`src/rtl/dr_pkg.sv`:
```
// Shared types and dual-rail helper functions for the wave sequencer slice.
// Vector helpers take a zero-padded DR_MAX_W vector plus the live width.
package dr_pkg;

  localparam int DR_MAX_W = 64;

  typedef enum logic [1:0] {
    IDLE,
    EVAL,
    DONE,
    FLUSH
  } dr_state_t;

  // Single-rail bit to dual-rail {t,f}; applied per bit, so any width works.
  function automatic logic [1:0] dr_encode(input logic d);
    return {d, ~d};
  endfunction

  function automatic logic dr_all_complete(input logic [DR_MAX_W-1:0] t,
                                           input logic [DR_MAX_W-1:0] f,
                                           input int w);
    logic r;
    r = 1'b1;
    for (int i = 0; i < DR_MAX_W; i++) begin
      if (i < w) r = r & (t[i] ^ f[i]);
    end
    return r;
  endfunction

  function automatic logic dr_all_null(input logic [DR_MAX_W-1:0] t,
                                       input logic [DR_MAX_W-1:0] f,
                                       input int w);
    logic r;
    r = 1'b1;
    for (int i = 0; i < DR_MAX_W; i++) begin
      if (i < w) r = r & ~t[i] & ~f[i];
    end
    return r;
  endfunction

  function automatic logic dr_any_illegal(input logic [DR_MAX_W-1:0] t,
                                          input logic [DR_MAX_W-1:0] f,
                                          input int w);
    logic r;
    r = 1'b0;
    for (int i = 0; i < DR_MAX_W; i++) begin
      if (i < w) r = r | (t[i] & f[i]);
    end
    return r;
  endfunction

endpackage

```
`src/rtl/dr_wave_sequencer_if.sv`:
```
// Handshake and dual-rail bus bundle between the sequencer and its environment.
interface dr_wave_sequencer_if #(
  parameter int IN_W  = 8,
  parameter int OUT_W = 8
);
  logic             in_valid;
  logic             in_ready;
  logic [IN_W-1:0]  in_data;
  logic [IN_W-1:0]  dr_t;
  logic [IN_W-1:0]  dr_f;
  logic [OUT_W-1:0] net_t;
  logic [OUT_W-1:0] net_f;
  logic             out_valid;
  logic             out_ready;
  logic [OUT_W-1:0] out_data;
  logic             err;

  modport slave (
    input  in_valid, in_data, net_t, net_f, out_ready,
    output in_ready, dr_t, dr_f, out_valid, out_data, err
  );

  modport master (
    output in_valid, in_data, net_t, net_f, out_ready,
    input  in_ready, dr_t, dr_f, out_valid, out_data, err
  );
endinterface

```
`src/rtl/dr_completion_detect.sv`:
```
// Combinational completion detector over a W-bit dual-rail vector.
module dr_completion_detect
  import dr_pkg::*;
#(
  parameter int W = 8
) (
  input  logic [W-1:0] t,
  input  logic [W-1:0] f,
  output logic         all_complete,
  output logic         all_null,
  output logic         any_illegal
);

  logic [DR_MAX_W-1:0] t_pad;
  logic [DR_MAX_W-1:0] f_pad;

  assign t_pad = DR_MAX_W'(t);
  assign f_pad = DR_MAX_W'(f);

  assign all_complete = dr_all_complete(t_pad, f_pad, W);
  assign all_null     = dr_all_null(t_pad, f_pad, W);
  assign any_illegal  = dr_any_illegal(t_pad, f_pad, W);

endmodule

```
`src/rtl/dr_wave_sequencer.sv`:
```
// Return-to-zero driver for a dual-rail network: encode, wait for completion,
// capture the result, then force a NULL spacer before the next word.
module dr_wave_sequencer
  import dr_pkg::*;
#(
  parameter int IN_W    = 8,
  parameter int OUT_W   = 8,
  parameter int TIMEOUT = 15
) (
  input logic                clk,
  input logic                rst,
  dr_wave_sequencer_if.slave bus
);

  localparam int CNT_W = (TIMEOUT > 1) ? $clog2(TIMEOUT) : 1;
  localparam logic [CNT_W-1:0] CNT_LAST = CNT_W'(TIMEOUT - 1);

  dr_state_t        state_reg;
  logic [CNT_W-1:0] cnt_reg;
  logic [IN_W-1:0]  dr_t_reg;
  logic [IN_W-1:0]  dr_f_reg;
  logic             out_valid_reg;
  logic [OUT_W-1:0] out_data_reg;
  logic             err_reg;
  logic             taken_reg;

  logic [IN_W-1:0]  enc_t;
  logic [IN_W-1:0]  enc_f;
  logic             net_complete;
  logic             net_null;
  logic             net_illegal;
  logic             hs;

  for (genvar gi = 0; gi < IN_W; gi++) begin : g_enc
    assign {enc_t[gi], enc_f[gi]} = dr_encode(bus.in_data[gi]);
  end

  dr_completion_detect #(.W(OUT_W)) u_detect (
    .t            (bus.net_t),
    .f            (bus.net_f),
    .all_complete (net_complete),
    .all_null     (net_null),
    .any_illegal  (net_illegal)
  );

  assign hs = out_valid_reg & bus.out_ready;

  always_ff @(posedge clk) begin
    if (rst) begin
      state_reg     <= IDLE;
      cnt_reg       <= '0;
      dr_t_reg      <= '0;
      dr_f_reg      <= '0;
      out_valid_reg <= 1'b0;
      out_data_reg  <= '0;
      err_reg       <= 1'b0;
      taken_reg     <= 1'b0;
    end else begin
      case (state_reg)
        IDLE: begin
          cnt_reg <= '0;
          if (bus.in_valid) begin
            dr_t_reg  <= enc_t;
            dr_f_reg  <= enc_f;
            state_reg <= EVAL;
          end
        end

        EVAL: begin
          if (net_illegal) begin
            err_reg   <= 1'b1;
            dr_t_reg  <= '0;
            dr_f_reg  <= '0;
            cnt_reg   <= '0;
            state_reg <= FLUSH;
          end else if (net_complete) begin
            out_data_reg  <= bus.net_t;
            out_valid_reg <= 1'b1;
            taken_reg     <= 1'b0;
            dr_t_reg      <= '0;
            dr_f_reg      <= '0;
            cnt_reg       <= '0;
            state_reg     <= DONE;
          end else if (cnt_reg == CNT_LAST) begin
            err_reg   <= 1'b1;
            dr_t_reg  <= '0;
            dr_f_reg  <= '0;
            cnt_reg   <= '0;
            state_reg <= FLUSH;
          end else begin
            cnt_reg <= cnt_reg + 1'b1;
          end
        end

        DONE: begin
          // The result is always delivered; a stuck spacer only raises err.
          if (hs) begin
            out_valid_reg <= 1'b0;
            taken_reg     <= 1'b1;
          end
          if (net_illegal) err_reg <= 1'b1;
          if ((taken_reg | hs) && net_null) begin
            taken_reg <= 1'b0;
            cnt_reg   <= '0;
            state_reg <= IDLE;
          end else if (cnt_reg == CNT_LAST) begin
            err_reg <= 1'b1;
          end else begin
            cnt_reg <= cnt_reg + 1'b1;
          end
        end

        FLUSH: begin
          if (net_illegal) err_reg <= 1'b1;
          if (net_null) begin
            cnt_reg   <= '0;
            state_reg <= IDLE;
          end else if (cnt_reg == CNT_LAST) begin
            err_reg   <= 1'b1;
            cnt_reg   <= '0;
            state_reg <= IDLE;
          end else begin
            cnt_reg <= cnt_reg + 1'b1;
          end
        end

        default: begin
          state_reg <= IDLE;
          cnt_reg   <= '0;
        end
      endcase
    end
  end

  assign bus.in_ready  = (state_reg == IDLE);
  assign bus.dr_t      = dr_t_reg;
  assign bus.dr_f      = dr_f_reg;
  assign bus.out_valid = out_valid_reg;
  assign bus.out_data  = out_data_reg;
  assign bus.err       = err_reg;

endmodule
```
`src/flat_wrapper.sv`:
```
// flat-port wrapper written by rule: the top's interface ports become plain ports
module dr_wave_sequencer_flat import dr_pkg::*;
#(
  parameter int IN_W    = 8,
  parameter int OUT_W   = 8,
  parameter int TIMEOUT = 15
)
  (clk, rst, bus_in_valid, bus_in_data, bus_net_t, bus_net_f, bus_out_ready, bus_in_ready, bus_dr_t, bus_dr_f, bus_out_valid, bus_out_data, bus_err);
  dr_wave_sequencer_if #(.IN_W(IN_W), .OUT_W(OUT_W)) bus_i ();
  input logic clk;
  input logic rst;
  input wire logic [$bits(bus_i.in_valid)-1:0] bus_in_valid;
  input wire logic [$bits(bus_i.in_data)-1:0] bus_in_data;
  input wire logic [$bits(bus_i.net_t)-1:0] bus_net_t;
  input wire logic [$bits(bus_i.net_f)-1:0] bus_net_f;
  input wire logic [$bits(bus_i.out_ready)-1:0] bus_out_ready;
  output wire logic [$bits(bus_i.in_ready)-1:0] bus_in_ready;
  output wire logic [$bits(bus_i.dr_t)-1:0] bus_dr_t;
  output wire logic [$bits(bus_i.dr_f)-1:0] bus_dr_f;
  output wire logic [$bits(bus_i.out_valid)-1:0] bus_out_valid;
  output wire logic [$bits(bus_i.out_data)-1:0] bus_out_data;
  output wire logic [$bits(bus_i.err)-1:0] bus_err;
  assign bus_i.in_valid = bus_in_valid;
  assign bus_i.in_data = bus_in_data;
  assign bus_i.net_t = bus_net_t;
  assign bus_i.net_f = bus_net_f;
  assign bus_i.out_ready = bus_out_ready;
  assign bus_in_ready = bus_i.in_ready;
  assign bus_dr_t = bus_i.dr_t;
  assign bus_dr_f = bus_i.dr_f;
  assign bus_out_valid = bus_i.out_valid;
  assign bus_out_data = bus_i.out_data;
  assign bus_err = bus_i.err;
  dr_wave_sequencer #(.IN_W(IN_W), .OUT_W(OUT_W), .TIMEOUT(TIMEOUT)) u_core (.clk(clk), .rst(rst), .bus(bus_i));
endmodule
```
`config.mk`:
```
export PLATFORM = sky130hd
export DESIGN_NAME = dr_wave_sequencer_flat
export DESIGN_NICKNAME = d
export VERILOG_FILES = /design/src/rtl/dr_pkg.sv /design/src/rtl/dr_wave_sequencer_if.sv /design/src/rtl/dr_completion_detect.sv /design/src/rtl/dr_wave_sequencer.sv /design/src/flat_wrapper.sv
export SDC_FILE = /design/constraint.sdc
export NUM_CORES = 1
export LEC_CHECK = 0
export ABC_CLOCK_PERIOD_IN_PS = 1700
export CAP_MARGIN = 20
export CORE_ASPECT_RATIO = 1.1
export CORE_MARGIN = 4
export CORE_UTILIZATION = 39
export CTS_CLUSTER_DIAMETER = 150
export CTS_CLUSTER_SIZE = 28
export DETAILED_ROUTE_END_ITERATION = 10
export PLACE_DENSITY = 0.71
export SYNTH_ARGS = -nofsm -noshare
export SYNTH_HDL_FRONTEND = slang
export SYNTH_HIERARCHICAL = 1
export SYNTH_SLANG_ARGS = --single-unit
export TNS_END_PERCENT = 100
```
`constraint.sdc`:
```
create_clock -name clk -period 1.7 [get_ports clk]
set_input_delay 0.17 -clock clk [delete_from_list [all_inputs] [get_ports clk]]
set_output_delay 0.17 -clock clk [all_outputs]
set_load 0.02 [all_outputs]
```
==> qor.txt <==
Routed Wire Length: 4250 um
Post-Syn Area: 0.00150 mm^2
Initial antenna violation count: 0
Global-route wire length before repair: 7020 um
Cts hold-fix bufs: 0
M2 GR Usage: 34.1%
Final WS setup: 0.0230 ns
R2r setup slk: 0.10 ns
Die ar.: 0.00490 mm^2
Endpoints failing setup: 0
Core footprint: 0.00368 mm^2
Pwr/cell area: 776 mW/mm^2
Worst slew pin tran: 0.371 ns
RSZ-0062 raised after global routing: yes
#FFs+latches synth: 33
Reg2reg path depth: 7
Die Span X: 67.1 um
Post-Synthesis Cells: 157
Cts bufs inserted: 5
Critical Path RT: 1.90 ns
Fin crit share: 98.6%
Vias per inst: 5.26
Synth unique cells: 41
Maximum vdd drop: 0.000313 V
# IOs: 55
Via count: 1509
Clock Path Buffers: 2
Syn Area/Cell: 9.56 um^2
Clk sinks: 33
Worst Path Arrival: 1.88 ns
Placed Cells: 277
Global route hottest layer: met2
Per-cell routed wire length: 14.8 um
Primary FF master, synth: dfxtp_1
GR Util met1: 19.3%
Total global routing overflow: 0
Worst R2R Start: u_core/cnt_reg[0]$_SDFFE_PP0P_
Yosys warnings: 6
Setup Crit Path Kind: in2reg
Initial drt markers: 33
FF-to-FF End: u_core/state_reg[0]$_SDFFE_PP0P_
Minimum clock period: 1.68 ns
FILL cells: 334
Die H: 73.0 um
Clk_skew: 0.00171 ns
CTS tree: done
Final instance count without filler cells: 287
Post-synth ARST share: 0%
Initial Util: 40.7%
Most common cell after layout, fill and taps aside: clkdlybuf4s50_1
CP startpoint kind: primary input
Clock tree root driver cell: clkbuf_8
Register Area: 661 um^2
Mapped Nets: 196
Setup slack at placement: -0.652 ns
Outcome: finished, final reports clean
PnR Total Power: 1.89 mW
Layout Utilization: 66.0%
ANT nets after route: 0
Static leakage: 0.943 nW
Vias in the first global route: 1598
Worst hold path cell count: 3
Design area: 0.00243 mm^2
Slew HR: 74.6%
Sequential-to-total area share from yosys stat: 44.0%
DRT Pass-1 Iters: 4
Hpwl dp: 3340 um
DRC: 0
ANT cells: 0
M3 GR Usage: 4.47%
Worst-Skew Late Latency: 0.28 ns
Multi-input gate area: 891 um^2
Hold Vio Cnt, Final: 0
Min-delay src: bus_net_t[0]
Total Nets Final: 275
Min-delay worst type: in2reg
Achievable Freq: 596 MHz
Hold endpoint: u_core/bus.out_data[0]$_SDFFE_PP0P_
Crit path max fanout: 5
Most frequent cells in the layout: clkdlybuf4s50_1, dfxtp_1, buf_4
Clk slew on worst S/H paths: 0.06 ns
Total track usage: 18.5%
Max cap viols: 0
# rows: 23
H-tree Lvls: 2
Slew Viols, Final: 0
Syn-to-layout area delta: 62.1%
Largest net degree at the start of global routing: 17
Placed cell area: 0.00224 mm^2
IO buf count: 54
Layout cells sized above 1: 22.4%
CP Capture Type: flip-flop
GP Congestion: 0.793
EDFF count, synth: 0
## synth_stat cells (2+ instances only)
cell,count,area share (%)
buf_2,2,0.67
o22ai_1,2,0.83
nor2b_1,2,0.83
nand4_1,2,0.83
nand3_1,2,0.67
o211ai_1,2,1.0
o31ai_1,2,1.0
o2bb2ai_1,8,4.7
a31oi_1,2,0.83
dfxtp_1,33,44
nand2b_4,2,1.8
a21oi_1,14,4.7
nor2_1,7,1.8
inv_1,4,1.0
o21ai_0,2,0.67
nor4_1,6,2.5
clkbuf_1,2,0.50
nor3_1,3,1.0
ha_1,11,9.2
nand2_1,21,5.3
a22o_1,8,4.7
## routing by layer
metal	wire, um	up-vias
met4	94	0
met2	2290	58
met5	0	-
li1	-	734
met1	1560	709
met3	307	8
## area by class of cell
type | count | area share [%]
well taps | 50 | 2.57
multi-input cells | 113 | 36.6
inverters | 5 | 0.772
repair buffers | 78 | 29.5
flip-flops and latches | 33 | 27.2
clock buffers | 6 | 2.98
clock inverters | 2 | 0.412
## kinds of logic (layout without fill, tap and decap cells)
family / count (synthesis) / after routing / share of synthesized area (%)
xor gates and xnor gates: 2 / 2 / 1.17
and+or+nand+nor: 55 / 55 / 21.1
AOI/OAI and AO/OA: 45 / 45 / 21.3
buffers and inverters: 11 / 91 / 3.25
adders and majority gates: 11 / 11 / 9.17
DFF: 33 / 33 / 44.0
## timing repair
item                       in CTS  in global routing
hold endpoints to repair        0                  0
pin swaps                      14                  1
buffers inserted                2                  0
setup endpoints to repair      32                 10
resized for setup              32                  7
## worst max-delay path, stage by stage
cell and delay, ns:
dlygate4sd2_1 0.25, ha_1 0.21, nor4_2 0.27, nand2_1 0.20, buf_4 0.19, nor4_1 0.32, nor2_1 0.09, a21oi_1 0.19
## worst max path at each step
stage | end | from | slack, ns
global placement | u_core/bus.dr_t[4]$_SDFFE_PP0P_ | bus_net_t[0] | -0.56
CTS | u_core/bus.out_data[1]$_SDFFE_PP0P_ | bus_net_t[2] | 0.08
global route | u_core/state_reg[0]$_SDFFE_PP0P_ | bus_net_t[1] | -0.05
detailed placement | u_core/bus.dr_t[4]$_SDFFE_PP0P_ | bus_net_t[0] | -0.65
floorplan | u_core/taken_reg$_SDFFE_PP0P_ | bus_net_t[1] | 0.05
finish | u_core/state_reg[0]$_SDFFE_PP0P_ | bus_net_t[1] | 0.02
## power breakdown
group	total [mW]	leakage, nW	internal (mW)	switching, mW
Sequential	0.862	0.269	0.820	0.0422
Combinational	0.470	0.630	0.244	0.225
Clock	0.555	0.0450	0.283	0.272
## per-stage QoR
stage          hold slack (ns)  setup TNS, ns
4_1_cts                  0.305              0
3_3_place_gp             0.445         -16.45
3_5_place_dp             0.454         -19.02
6_report                 0.274              0
2_1_floorplan            0.258              0
5_1_grt                  0.309        -0.0942
(Power assumes the default switching activity.)
